[src/rtl/ex_bypass_network.sv]
// EX-stage operand bypass: EX/MEM, MEM/WB and retired-write history forwarding with load-use stall.
// Optional FWD_STATS_EN adds saturating forward/stall event counters.
module ex_bypass_network #(
  parameter int XLEN       = 32,
  parameter int NUM_SRC    = 2,
  parameter int HIST_DEPTH = 1
`ifdef FWD_STATS_EN
  , parameter int CNT_W    = 16
`endif
) (
  input  logic                      clk,
  input  logic                      rst_n,
  input  logic [NUM_SRC*5-1:0]      rs_i,
  input  logic [NUM_SRC*XLEN-1:0]   rf_data_i,
  input  logic                      ex_mem_wr_i,
  input  logic                      ex_mem_load_i,
  input  logic [4:0]                ex_mem_rd_i,
  input  logic [XLEN-1:0]           ex_mem_data_i,
  input  logic                      mem_wb_wr_i,
  input  logic [4:0]                mem_wb_rd_i,
  input  logic [XLEN-1:0]           mem_wb_data_i,
  input  logic                      hist_clr_i,
  output logic [NUM_SRC*XLEN-1:0]   operand_o,
  output logic [NUM_SRC*2-1:0]      fwd_sel_o,
  output logic                      stall_o
`ifdef FWD_STATS_EN
  , output logic [CNT_W-1:0]        fwd_cnt_o
  , output logic [CNT_W-1:0]        stall_cnt_o
`endif
);

  localparam int HD = (HIST_DEPTH > 0) ? HIST_DEPTH : 1;

  logic [HD-1:0]   hv_q;
  logic [4:0]      hrd_q  [HD];
  logic [XLEN-1:0] hdat_q [HD];
  logic            push;

  assign push = mem_wb_wr_i && (mem_wb_rd_i != 5'd0);

  generate
    if (HIST_DEPTH > 0) begin : g_hist
      always_ff @(posedge clk or negedge rst_n) begin
        if (!rst_n) begin
          hv_q <= '0;
        end else if (hist_clr_i) begin
          hv_q <= '0;
        end else if (push) begin
          hv_q[0] <= 1'b1;
          for (int unsigned j = 1; j < HD; j++) hv_q[j] <= hv_q[j-1];
        end
      end

      // Payload needs no reset: it is only observed through the valid bits.
      always_ff @(posedge clk) begin
        if (push && !hist_clr_i) begin
          hrd_q[0]  <= mem_wb_rd_i;
          hdat_q[0] <= mem_wb_data_i;
          for (int unsigned j = 1; j < HD; j++) begin
            hrd_q[j]  <= hrd_q[j-1];
            hdat_q[j] <= hdat_q[j-1];
          end
        end
      end
    end else begin : g_nohist
      assign hv_q      = '0;
      assign hrd_q[0]  = '0;
      assign hdat_q[0] = '0;
    end
  endgenerate

  always_comb begin
    logic [4:0]      rs;
    logic [1:0]      sel;
    logic [XLEN-1:0] op;
    operand_o = '0;
    fwd_sel_o = '0;
    stall_o   = 1'b0;
    rs        = '0;
    sel       = '0;
    op        = '0;
    for (int unsigned k = 0; k < NUM_SRC; k++) begin
      rs  = rs_i[5*k +: 5];
      sel = 2'b00;
      op  = rf_data_i[XLEN*k +: XLEN];
      if (rs != 5'd0) begin
        // Lowest priority first so later matches override; oldest-to-youngest makes hist[0] win.
        for (int unsigned j = HD; j > 0; j--) begin
          if (hv_q[j-1] && (hrd_q[j-1] == rs)) begin
            sel = 2'b11;
            op  = hdat_q[j-1];
          end
        end
        if (mem_wb_wr_i && (mem_wb_rd_i == rs)) begin
          sel = 2'b01;
          op  = mem_wb_data_i;
        end
        if (ex_mem_wr_i && (ex_mem_rd_i == rs)) begin
          if (ex_mem_load_i) begin
            stall_o = 1'b1;
          end else begin
            sel = 2'b10;
            op  = ex_mem_data_i;
          end
        end
      end
      operand_o[XLEN*k +: XLEN] = op;
      fwd_sel_o[2*k +: 2]       = sel;
    end
  end

`ifdef FWD_STATS_EN
  logic [CNT_W-1:0] fwd_cnt_q, stall_cnt_q;

  always_ff @(posedge clk or negedge rst_n) begin
    if (!rst_n) begin
      fwd_cnt_q   <= '0;
      stall_cnt_q <= '0;
    end else begin
      if ((|fwd_sel_o) && (fwd_cnt_q != '1)) fwd_cnt_q <= fwd_cnt_q + CNT_W'(1);
      if (stall_o && (stall_cnt_q != '1))    stall_cnt_q <= stall_cnt_q + CNT_W'(1);
    end
  end

  assign fwd_cnt_o   = fwd_cnt_q;
  assign stall_cnt_o = stall_cnt_q;
`endif

endmodule

[config.mk]
export PLATFORM = sky130hd
export DESIGN_NAME = ex_bypass_network
export DESIGN_NICKNAME = d
export VERILOG_FILES = /design/src/rtl/ex_bypass_network.sv
export SDC_FILE = /design/constraint.sdc
export NUM_CORES = 1
export LEC_CHECK = 0
export ABC_CLOCK_PERIOD_IN_PS = 5600
export CAP_MARGIN = 20
export CORE_MARGIN = 2
export CORE_UTILIZATION = 46
export CTS_BUF_LIST = sky130_fd_sc_hd__clkbuf_8
export DETAILED_ROUTE_END_ITERATION = 8
export PLACE_DENSITY_LB_ADDON = 0.15
export SETUP_SLACK_MARGIN = 0.4
export SLEW_MARGIN = 15
export SYNTH_ARGS = -nofsm -noshare
export SYNTH_HDL_FRONTEND = slang
export SYNTH_SLANG_ARGS = --single-unit
[constraint.sdc]
create_clock -name clk -period 5.6 [get_ports clk]
set_input_delay 0.84 -clock clk [delete_from_list [all_inputs] [get_ports clk]]
set_output_delay 0.84 -clock clk [all_outputs]
set_load 0.02 [all_outputs]
==> results of run 1 <==
## stage by stage
step	worst slack (ps)	instance area [um2]	util [%]
global route	496	6980	71.4
global placement	883	6890	70.5
floorplan	1370	4620	-
detailed placement	767	6890	70.5
finish	705	6980	71.4
CTS	766	6980	71.4
## state kept, by name (all words and copies together), names as in the netlist
name,cells
hdat_q,32
hv_q,1
hrd_q,5
## power by group
group          internal [mW]  total (mW)  switching [mW]
clock                 0.0856       0.205           0.119
sequential             0.334       0.349          0.0143
combinational          0.235       0.484           0.249
## layout make-up
cell class	count	area share, %
clock buffer	5	0.986
sequential	38	16.3
inverter	27	1.45
timing repair buffer	243	34.1
clock inverter	3	0.233
multi-input combinational	485	44.6
tap	133	2.38
## synth_stat cells (all sizes together), types with 9 or more instances
| master | count |
|---|---|
| a211oi | 43 |
| a21oi | 23 |
| a311oi | 13 |
| a31oi | 26 |
| and3 | 43 |
| buf | 23 |
| clkbuf | 43 |
| edfxtp | 37 |
| inv | 27 |
| nand2 | 33 |
| nand2b | 10 |
| nand3 | 10 |
| nor2 | 31 |
| nor3 | 23 |
| o211ai | 54 |
| o21ai | 61 |
| o22ai | 20 |
| o31ai | 20 |
| xnor2 | 17 |
| xor2 | 9 |
## logic make-up after synthesis
family,after synthesis,share of synthesized area [%]
XOR/XNOR,26,4.93
AND/OR/NAND/NOR,164,18.4
buffers and inverters,93,8.59
flip-flops,38,24.6
AO/OA/AOI/OAI,295,43.4
## how the worst min path moves through the flow
stage	endpoint	startpoint	depth (start not counted)
floorplan	hv_q$_DFFE_PN0P_	rst_n	0
finish	hv_q$_DFFE_PN0P_	rst_n	1
global route	hv_q$_DFFE_PN0P_	rst_n	1
global placement	hv_q$_DFFE_PN0P_	hv_q$_DFFE_PN0P_	2
CTS	hv_q$_DFFE_PN0P_	rst_n	1
detailed placement	hv_q$_DFFE_PN0P_	hv_q$_DFFE_PN0P_	2
## per-layer routing
layer  up-vias  wire length [um]  part of all wire, %
met3        80              2570                   12
met2       584              9950                   47
li1       2787                 -                    -
met1      2935              7710                   37
met5         -                 0                    0
met4         0               796                  3.8
## cell usage in the layout (no fill, tap or decap), types with 4 or more instances in the layout
cell / instances
a31oi_1: 26
inv_1: 27
o21ai_0: 51
nor2_1: 31
xnor2_1: 17
clkdlybuf4s50_1: 222
o21ai_1: 10
o21a_1: 4
o22ai_1: 20
xor2_1: 9
o31ai_1: 20
buf_4: 21
o211ai_1: 54
nand2_1: 30
nand3_1: 9
and2_1: 4
a21oi_1: 23
nand2b_1: 10
and3_1: 43
a211oi_1: 43
a211o_1: 8
nor3_1: 20
a2111oi_0: 6
edfxtp_1: 37
a21boi_0: 4
clkbuf_8: 5
a311oi_1: 13
o211a_1: 4
==> results by group, run 1 <==
Setup path
  • Setup Crit Path Kind: input port to primary output
  • Worst Reg-to-Reg Cells: 2
  • Top delay family on crit path: buffers and inverters
  • Worst-path fanout max: 15
  • WP buf/inv: 3
  • CP max-delay cell: a22oi_1
  • Reg2reg setup slack: 4530 ps
  • Critical Path RT: 4760 ps
  • Crit path largest cell delay: 790 ps
  • CP Capture Point: operand_o[38]
  • Critical Path AT: 4050 ps
  • Crit end category: primary output
  • R2R Path End: hv_q$_DFFE_PN0P_
  • WP depth: 8
  • Reg-to-reg critical path startpoint: hv_q$_DFFE_PN0P_
  • Critical-path cell list: clkdlybuf4s50_1 -> xnor2_1 -> and3_1 -> a22oi_1 -> buf_4 -> o211ai_1 -> o211ai_1 -> clkdlybuf4s50_1
  • Crit start category: input port
  • Crit path from: rs_i[9]

Floorplanning
  • Core ar.: 0.00977 mm2
  • # IOs: 223
  • Initial Util: 47.2%
  • Site Rows: 36
  • Die Ht: 104 um
  • Die area: 0.0109 mm2
  • Die W: 104 um

Synth
  • Share of the synthesized area in the top cell type: 24.1%
  • Post-synth EDFFs: 37
  • Total number of yosys warnings: 0
  • Post-synth cell types: 47
  • FFs w/ async S/R, synth: 2.63%
  • Cell area after synthesis: 0.00462 mm2
  • Post-synth top area cell: edfxtp_1
  • Mean cell area of the mapped netlist: 7.50 um2
  • Seq/Total Area, Yosys: 24.6%
  • Post-synth top flop: edfxtp_1
  • Top post-synthesis cells by area: edfxtp_1, o211ai_1, a211oi_1
  • Post-synthesis cell count: 616
  • Synth Register Bits: 38
  • Synthesized Nets: 770

Placement
  • Placed cells: 926
  • Placer's final routability congestion estimate: 0.965
  • Port bufs: 222
  • Dpl hpwl: 15,200 um

Detailed routing
  • Via count: 6,386
  • # DRC: 0
  • Router iterations before antenna repair: 5
  • DR WL/cell: 22.5 um
  • Antenna-violating nets left: 0
  • Post-Route WL: 21,000 um
  • Initial DRC count: 676
  • Vias per Instance: 6.84

Clock tree
  • Htree depth: 2
  • Clock transition at the registers of the reported paths: 80 ps
  • CTS tree: built
  • Worst-skew pair later-pin latency: 310 ps
  • Clock Sinks: 38
  • Setup Fix Bufs, Post-CTS: 0
  • Resized cells post-CTS: 0
  • CTS max path bufs: 2
  • TritonCTS Buffers: 5
  • CTS root buf: clkbuf_8
  • Hold_buf cts: 0

Finish
  • Post-route insts no fill: 934
  • Nets: 954
  • Layout cells sized above 1: 4.74%
  • Number of antenna diodes: 0
  • Multi-input gate area: 0.00311 mm2
  • Fillers: 822
  • Area growth from synthesis to layout: 51.2%
  • Sequential Area: 0.00114 mm2

Global route
  • Largest net degree at the start of global routing: 60
  • First-pass GRT wire length: 33,200 um
  • Gr usage total: 37.6%
  • Global routing usage on met3: 7.21%
  • Busiest grt layer: met2
  • M1 GR Usage: 47.6%
  • Grt total ovfl: 0
  • Number of global-route vias before repair: 6,207
  • Met2 usage: 63.1%
  • Initial antenna violation count: 0

Status
  • Status: finished, final reports clean

Pwr
  • P_leak: 2.52 nW
  • Total Power: 1.04 mW
  • Max VDD drop: 0.0000813 V
  • PD cells: 149 mW/mm2

Timing
  • Final hold vios: 0
  • Final period util: 87.4%
  • Final min period: 4890 ps
  • Worst-Margin Slew: 1090 ps
  • Worst slew margin: 27.3%
  • Min Hold Slack: 665 ps
  • Fmax: 204 MHz
  • Final TNS setup: 0 ps
  • RSZ-0062 raised after global routing: no
  • Setup violations, final: 0
  • Post-Route Skew: 0 ps
  • Max-slew violation count: 0

Worst hold path
  • Min-delay worst type: input port to async pin

Job
  • Max_cap viols: 0
Power figures use the tool's default switching activity.
==> run 2, diff against run 1 <==
ABC_CLOCK_PERIOD_IN_PS = 4030   (was 5600)
CORE_UTILIZATION = 39   (was 46)
clock period = 4.03 ns   (was 5.6 ns; I/O delays follow)
==> results by group, run 2 (synthesized netlist as in run 1, its figures left out) <==
Setup path
  • Critical-path cell list: clkdlybuf4s50_1 -> xor2_1 -> nor3_2 -> buf_6 -> and2_0 -> buf_4 -> a211oi_1 -> o21ai_1 -> clkdlybuf4s50_1
  • Worst Reg-to-Reg Cells: 2 (unchanged)
  • Setup Crit Path Kind: input port to primary output
  • Crit end category: primary output
  • Worst-path fanout max: 23 (+8)
  • Critical Path AT: 3090 ps (-960 ps)
  • Crit path largest cell delay: 630 ps (-160 ps)
  • CP max-delay cell: clkdlybuf4s50_1
  • Most used cell, CP: clkdlybuf4s50_1
  • Crit start category: input port
  • Critical Path RT: 3430 ps (-1330 ps)

Finish
  • Post-route design area: 0.00733 mm2 (+5.0%)
  • Post-route insts no fill: 974 (+4.3%)
  • Layout cells sized above 1: 9.39% (+4.6 points)
  • Number of antenna diodes: 0 (unchanged)
  • Area growth from synthesis to layout: 58.8%
  • Max FFs per register: 32 (unchanged)
  • Most flops, register: hdat_q
  • Most frequent cells in the layout: clkdlybuf4s50_1, dlygate4sd2_1, o211ai_1
  • Most common cell after layout, fill and taps aside: clkdlybuf4s50_1
  • Nets: 984 (+3.1%)
  • Top flop regs: hdat_q (32), hrd_q (5), hv_q (1)
  • Final Util: 63.9% (-7.5 points)

Placement
  • Port bufs: 222 (unchanged)
  • Pre-CTS WS: 140 ps (-627 ps)
  • Placement-stage cell area: 0.00722 mm2 (+4.7%)
  • Dpl hpwl: 16,100 um (+6.2%)
  • Placer's final routability congestion estimate: 0.936 (-3.1%)
  • Placed cells: 965 (+4.2%)

Timing
  • Final min period: 3700 ps
  • Setup ws final: 334 ps (-372 ps)
  • Final period util: 91.7%
  • Worst slew margin: 61.6% (+34 points)
  • Post-Route Skew: 0 ps (unchanged)
  • Max-slew violation count: 0 (unchanged)
  • Fmax: 271 MHz
  • Worst-Margin Slew: 576 ps (-511 ps)
  • Final hold vios: 0 (unchanged)
  • RSZ-0062 raised after global routing: yes
  • Min Hold Slack: 452 ps (-213 ps)
  • Final TNS setup: 0 ps (unchanged)
  • Setup violations, final: 0 (unchanged)

Global route
  • Largest net degree at the start of global routing: 46 (-23%)
  • Gr usage total: 32.2% (-5.5 points)
  • First-pass GRT wire length: 32,700 um (-1.7%)
  • Number of global-route vias before repair: 6,003 (-3.3%)
  • Initial antenna violation count: 0 (unchanged)
  • Grt total ovfl: 0 (unchanged)

Clock tree
  • CTS max path bufs: 2 (unchanged)
  • Htree depth: 2 (unchanged)
  • TritonCTS Buffers: 5 (unchanged)
  • CTS tree: built
  • Hold_buf cts: 0 (unchanged)
  • Worst-skew pair later-pin latency: 300 ps (about the same)
  • CTS root buf: clkbuf_8
  • Clock Sinks: 38 (unchanged)
  • Clock transition at the registers of the reported paths: 80 ps (about the same)

Floorplanning
  • Core ar.: 0.0115 mm2 (+17%)
  • Site Rows: 39 (+8.3%)
  • Initial Util: 40.3% (-7.0 points)
  • # IOs: 223 (unchanged)
  • Die area: 0.0127 mm2 (+17%)
  • Die W: 113 um (+8.3%)
  • Die Ht: 113 um (+8.3%)

Pwr
  • Sw Share: 34.9% (-1.9 points)
  • P_leak: 2.92 nW (+16%)
  • PD cells: 200 mW/mm2 (+35%)
  • NetSw: 0.513 mW (+34%)
  • P_int: 0.955 mW (+46%)
  • Total Power: 1.47 mW (+41%)
  • Power share of the clock group: 22.2% (+2.5 points)
  • Sequential share of power: 33.0% (-0.6 points)
  • Max VDD drop: 0.000140 V (+73%)
  • Logic gate share of total power: 44.9% (-1.8 points)

Detailed routing
  • Via count: 6,198 (-2.9%)
  • # DRC: 0 (unchanged)
  • DR WL/cell: 22.0 um (-2.0%)
  • Initial DRC count: 582 (-14%)
  • Antenna-violating nets left: 0 (unchanged)
  • Router iterations before antenna repair: 5 (unchanged)
  • Vias per Instance: 6.36 (-6.9%)
  • Post-Route WL: 21,500 um (+2.1%)

Job
  • Max_cap viols: 0 (unchanged)

Worst hold path
  • Min-delay worst type: input port to async pin

Status
  • Status: finished, final reports clean
[run 2: cell types whose count changed in the layout (fill, tap and decap cells not counted), sizes merged, moves of 2 or more]
cell,change
dlymetal6s2s,+7
clkinv,-2
clkdlybuf4s50,-71
dlygate4sd2,+62
buf,+30
inv,+2
[run 2: power groups by stage]
stage,logic [mW],clock network (mW),registers [mW]
floorplan,0.292,0,0.484
global placement,0.678,0,0.491
detailed placement,0.684,0,0.491
CTS,0.649,0.331,0.483
global route,0.697,0.345,0.487
finish,0.658,0.325,0.484
[run 2: final timing paths]
path	from	to	slack, ps
max in group asynchronous	rst_n	hv_q$_DFFE_PN0P_	3460
worst min-delay path	rst_n	hv_q$_DFFE_PN0P_	450
worst min register to register	hv_q$_DFFE_PN0P_	hv_q$_DFFE_PN0P_	910
worst max register to register	hv_q$_DFFE_PN0P_	hv_q$_DFFE_PN0P_	2940
min in group clk	mem_wb_data_i[23]	hdat_q[0][23]$_DFFE_PP_	900
worst max-delay path	rs_i[1]	operand_o[9]	330
[run 2: routing by layer]
| layer | vias to the layer above | routed length, um | GRT usage, % |
|---|---|---|---|
| met5 | - | 0 | 0 |
| met4 | 0 | 628 | 11.5 |
| met3 | 46 | 2050 | 5.41 |
| met2 | 405 | 10300 | 55.2 |
| met1 | 2887 | 8550 | 40.9 |
| li1 | 2860 | - | - |
[run 2: critical path: cells and delay by family]
family,cells,cell delay [ps]
AND/OR/NAND/NOR,2,380
AO/OA/AOI/OAI,2,240
XOR/XNOR,1,220
buffers and inverters,4,1620
[run 2: layout make-up]
cell class | instances | area (um2)
fill | 1014 | 4140
multi-input combinational | 485 | 3170
timing repair buffer | 273 | 2640
sequential | 38 | 1140
tap | 143 | 179
inverter | 27 | 101
clock buffer | 5 | 68.8
clock inverter | 3 | 37.5
[run 2: repair_timing]
item                                    in CTS  in global routing
buffers inserted                             1                  0
pin swaps                                    1                  2
resized for setup                           69                 19
endpoints found under the setup margin      66                 31
==> run 3, diff against run 2 <==
ABC_CLOCK_PERIOD_IN_PS = 4300   (was 4030)
CORE_UTILIZATION = 46   (was 39)
clock period = 4.3 ns   (was 4.03 ns; I/O delays follow)
==> results by group, run 3 (synthesized netlist as in run 1, its figures left out) <==
Placement
  • Placement-stage cell area: 0.00710 mm2 (-1.7%)
  • Dpl hpwl: 15,600 um (-2.8%)
  • Port bufs: 222 (unchanged)
  • Placer's final routability congestion estimate: 0.966 (+3.3%)
  • Pre-CTS WS: 131 ps (-9.05 ps)

Global route
  • Largest net degree at the start of global routing: 45 (-2.2%)
  • Gr usage total: 37.5% (+5.3 points)
  • Grt total ovfl: 0 (unchanged)
  • Initial antenna violation count: 0 (unchanged)
  • First-pass GRT wire length: 33,000 um (+0.97%)
  • Number of global-route vias before repair: 6,294 (+4.8%)

Detailed routing
  • # DRC: 0 (unchanged)
  • Post-Route WL: 21,600 um (+0.47%)
  • Via count: 6,454 (+4.1%)
  • Antenna-violating nets left: 0 (unchanged)
  • Initial DRC count: 644 (+11%)
  • DR WL/cell: 22.4 um (+1.5%)
  • Vias per Instance: 6.70 (+5.2%)
  • Router iterations before antenna repair: 8 (+3)

Setup path
  • Crit path from: rs_i[8]
  • Worst-path fanout max: 15 (-35%)
  • Crit start category: input port
  • R2R Path End: hv_q$_DFFE_PN0P_
  • WP depth: 8 (-1)
  • Critical Path RT: 3650 ps (+220 ps)
  • Setup Crit Path Kind: input port to primary output
  • Crit path largest cell delay: 600 ps (-30 ps)
  • WP buf/inv: 3 (-1)
  • Reg2reg setup slack: 3170 ps (+230 ps)
  • CP Capture Point: operand_o[43]
  • Worst Reg-to-Reg Cells: 2 (unchanged)
  • Most used cell, CP: clkdlybuf4s50_1
  • Top delay family on crit path: buffers and inverters
  • Crit end category: primary output
  • Critical-path cell list: clkdlybuf4s50_1 -> xnor2_1 -> nand4_1 -> or3_4 -> buf_4 -> o21a_1 -> a211o_1 -> clkdlybuf4s50_1
  • Critical Path AT: 3260 ps (+170 ps)
  • CP max-delay cell: clkdlybuf4s50_1
  • Reg-to-reg critical path startpoint: hv_q$_DFFE_PN0P_

Clock tree
  • Htree depth: 2 (unchanged)
  • Clock Sinks: 38 (unchanged)
  • TritonCTS Buffers: 5 (unchanged)
  • CTS tree: built
  • Clock transition at the registers of the reported paths: 90 ps (about the same)
  • CTS root buf: clkbuf_8
  • Worst-skew pair later-pin latency: 310 ps (about the same)
  • CTS max path bufs: 2 (unchanged)

Floorplanning
  • Die W: 104 um (-7.6%)
  • Initial Util: 47.2% (+7.0 points)
  • Site Rows: 36 (-7.7%)
  • Core ar.: 0.00977 mm2 (-15%)
  • Die area: 0.0109 mm2 (-15%)
  • # IOs: 223 (unchanged)
  • Die Ht: 104 um (-7.6%)

Timing
  • Final TNS setup: 0 ps (unchanged)
  • Final period util: 90.8%
  • Worst slew margin: 30.4% (-31 points)
  • Fmax: 256 MHz
  • Worst-Margin Slew: 1040 ps (+466 ps)
  • Max-slew violation count: 0 (unchanged)
  • Final min period: 3900 ps
  • Setup violations, final: 0 (unchanged)
  • Final hold vios: 0 (unchanged)
  • Post-Route Skew: 0 ps (unchanged)
  • Setup ws final: 396 ps (+61.8 ps)
  • RSZ-0062 raised after global routing: yes

Pwr
  • P_int: 0.865 mW (-9.4%)
  • NetSw: 0.502 mW (-2.1%)
  • Power share of the clock group: 19.0% (-3.2 points)
  • Sequential share of power: 33.3% (+0.3 points)
  • Max VDD drop: 0.000130 V (-7.5%)
  • Logic gate share of total power: 47.7% (+2.8 points)
  • Sw Share: 36.7% (+1.8 points)
  • PD cells: 184 mW/mm2 (-8.3%)
  • P_leak: 3.07 nW (+5.3%)

Finish
  • Max FFs per register: 32 (unchanged)
  • Number of antenna diodes: 0 (unchanged)
  • Most flops, register: hdat_q
  • Most common cell after layout, fill and taps aside: clkdlybuf4s50_1
  • Most frequent cells in the layout: clkdlybuf4s50_1, o211ai_1, o21ai_0
  • Nets: 984 (unchanged)
  • Area growth from synthesis to layout: 61.3%
  • Layout cells sized above 1: 9.99% (+0.60 points)
  • Post-route design area: 0.00745 mm2 (+1.6%)
  • Top flop regs: hdat_q (32), hrd_q (5), hv_q (1)
  • Fillers: 762 (-25%)
  • Final Util: 76.2% (+12 points)

Status
  • Status: finished, final reports clean

Worst hold path
  • Min-delay worst type: input port to async pin

Job
  • Max_cap viols: 0 (unchanged)
## run 3: cell types whose count changed in the layout (fill, tap and decap cells not counted), moves of 4 or more
cell | previous run | this run
dlygate4sd2_1 | 62 | 4
buf_4 | 42 | 46
a2111oi_0 | 5 | 1
buf_12 | 7 | 3
dlymetal6s2s_1 | 7 | 35
clkdlybuf4s50_1 | 151 | 183
## run 3: worst min path at each step
stage / slack [ps] / cells after the start / end
after floorplan: 350 / 0 / hv_q$_DFFE_PN0P_
after global placement: 800 / 1 / hv_q$_DFFE_PN0P_
after detailed placement: 800 / 1 / hv_q$_DFFE_PN0P_
after CTS: 470 / 1 / hv_q$_DFFE_PN0P_
after global routing: 470 / 1 / hv_q$_DFFE_PN0P_
final: 460 / 1 / hv_q$_DFFE_PN0P_
## run 3: worst register-to-register path, cell delays in order, from the launching register on
cell,delay (ps)
dfrtp_1,730
inv_1,160
o21bai_1,170
## run 3: per-layer routing
layer	global-route usage [%]	wire length [um]	vias up
met5	0	0	-
met4	16.1	819	0
met3	7.52	2750	77
met2	63.9	10200	582
met1	45.9	7790	2948
li1	-	-	2847
## run 3: layout make-up
type                       count  area [um2]  share of cell area [%]
clock buffer                   5        68.8                   0.924
clock inverter                 3        16.3                   0.218
inverter                      27         101                    1.36
multi-input combinational    485        3220                    43.3
sequential                    38        1140                    15.3
tap                          133         166                    2.23
timing repair buffer         273        2730                    36.7
## run 3: what timing repair did
| item | in CTS | in global routing |
|---|---|---|
| buffers inserted | 2 | 7 |
| gates resized for setup | 11 | 55 |
| hold buffers | 0 | 0 |
| endpoints found under the setup margin | 49 | 60 |
| gates cloned | 0 | 0 |
| pin swaps | 2 | 2 |
## run 3: power groups by stage
| stage | Combinational, mW | Sequential (mW) | Clock (mW) |
|---|---|---|---|
| 6_report | 0.652 | 0.455 | 0.260 |
| 5_1_grt | 0.684 | 0.457 | 0.270 |
| 4_1_cts | 0.633 | 0.453 | 0.256 |
| 3_5_place_dp | 0.628 | 0.461 | 0 |
| 3_3_place_gp | 0.618 | 0.460 | 0 |
| 2_1_floorplan | 0.273 | 0.454 | 0 |
## run 3: metrics by stage
stage	hold slack, ps	total power, mW	cells
CTS	468	1.34	957
global route	470	1.41	964
global placement	801	1.08	947
floorplan	349	0.727	616
detailed placement	800	1.09	947
finish	459	1.37	964
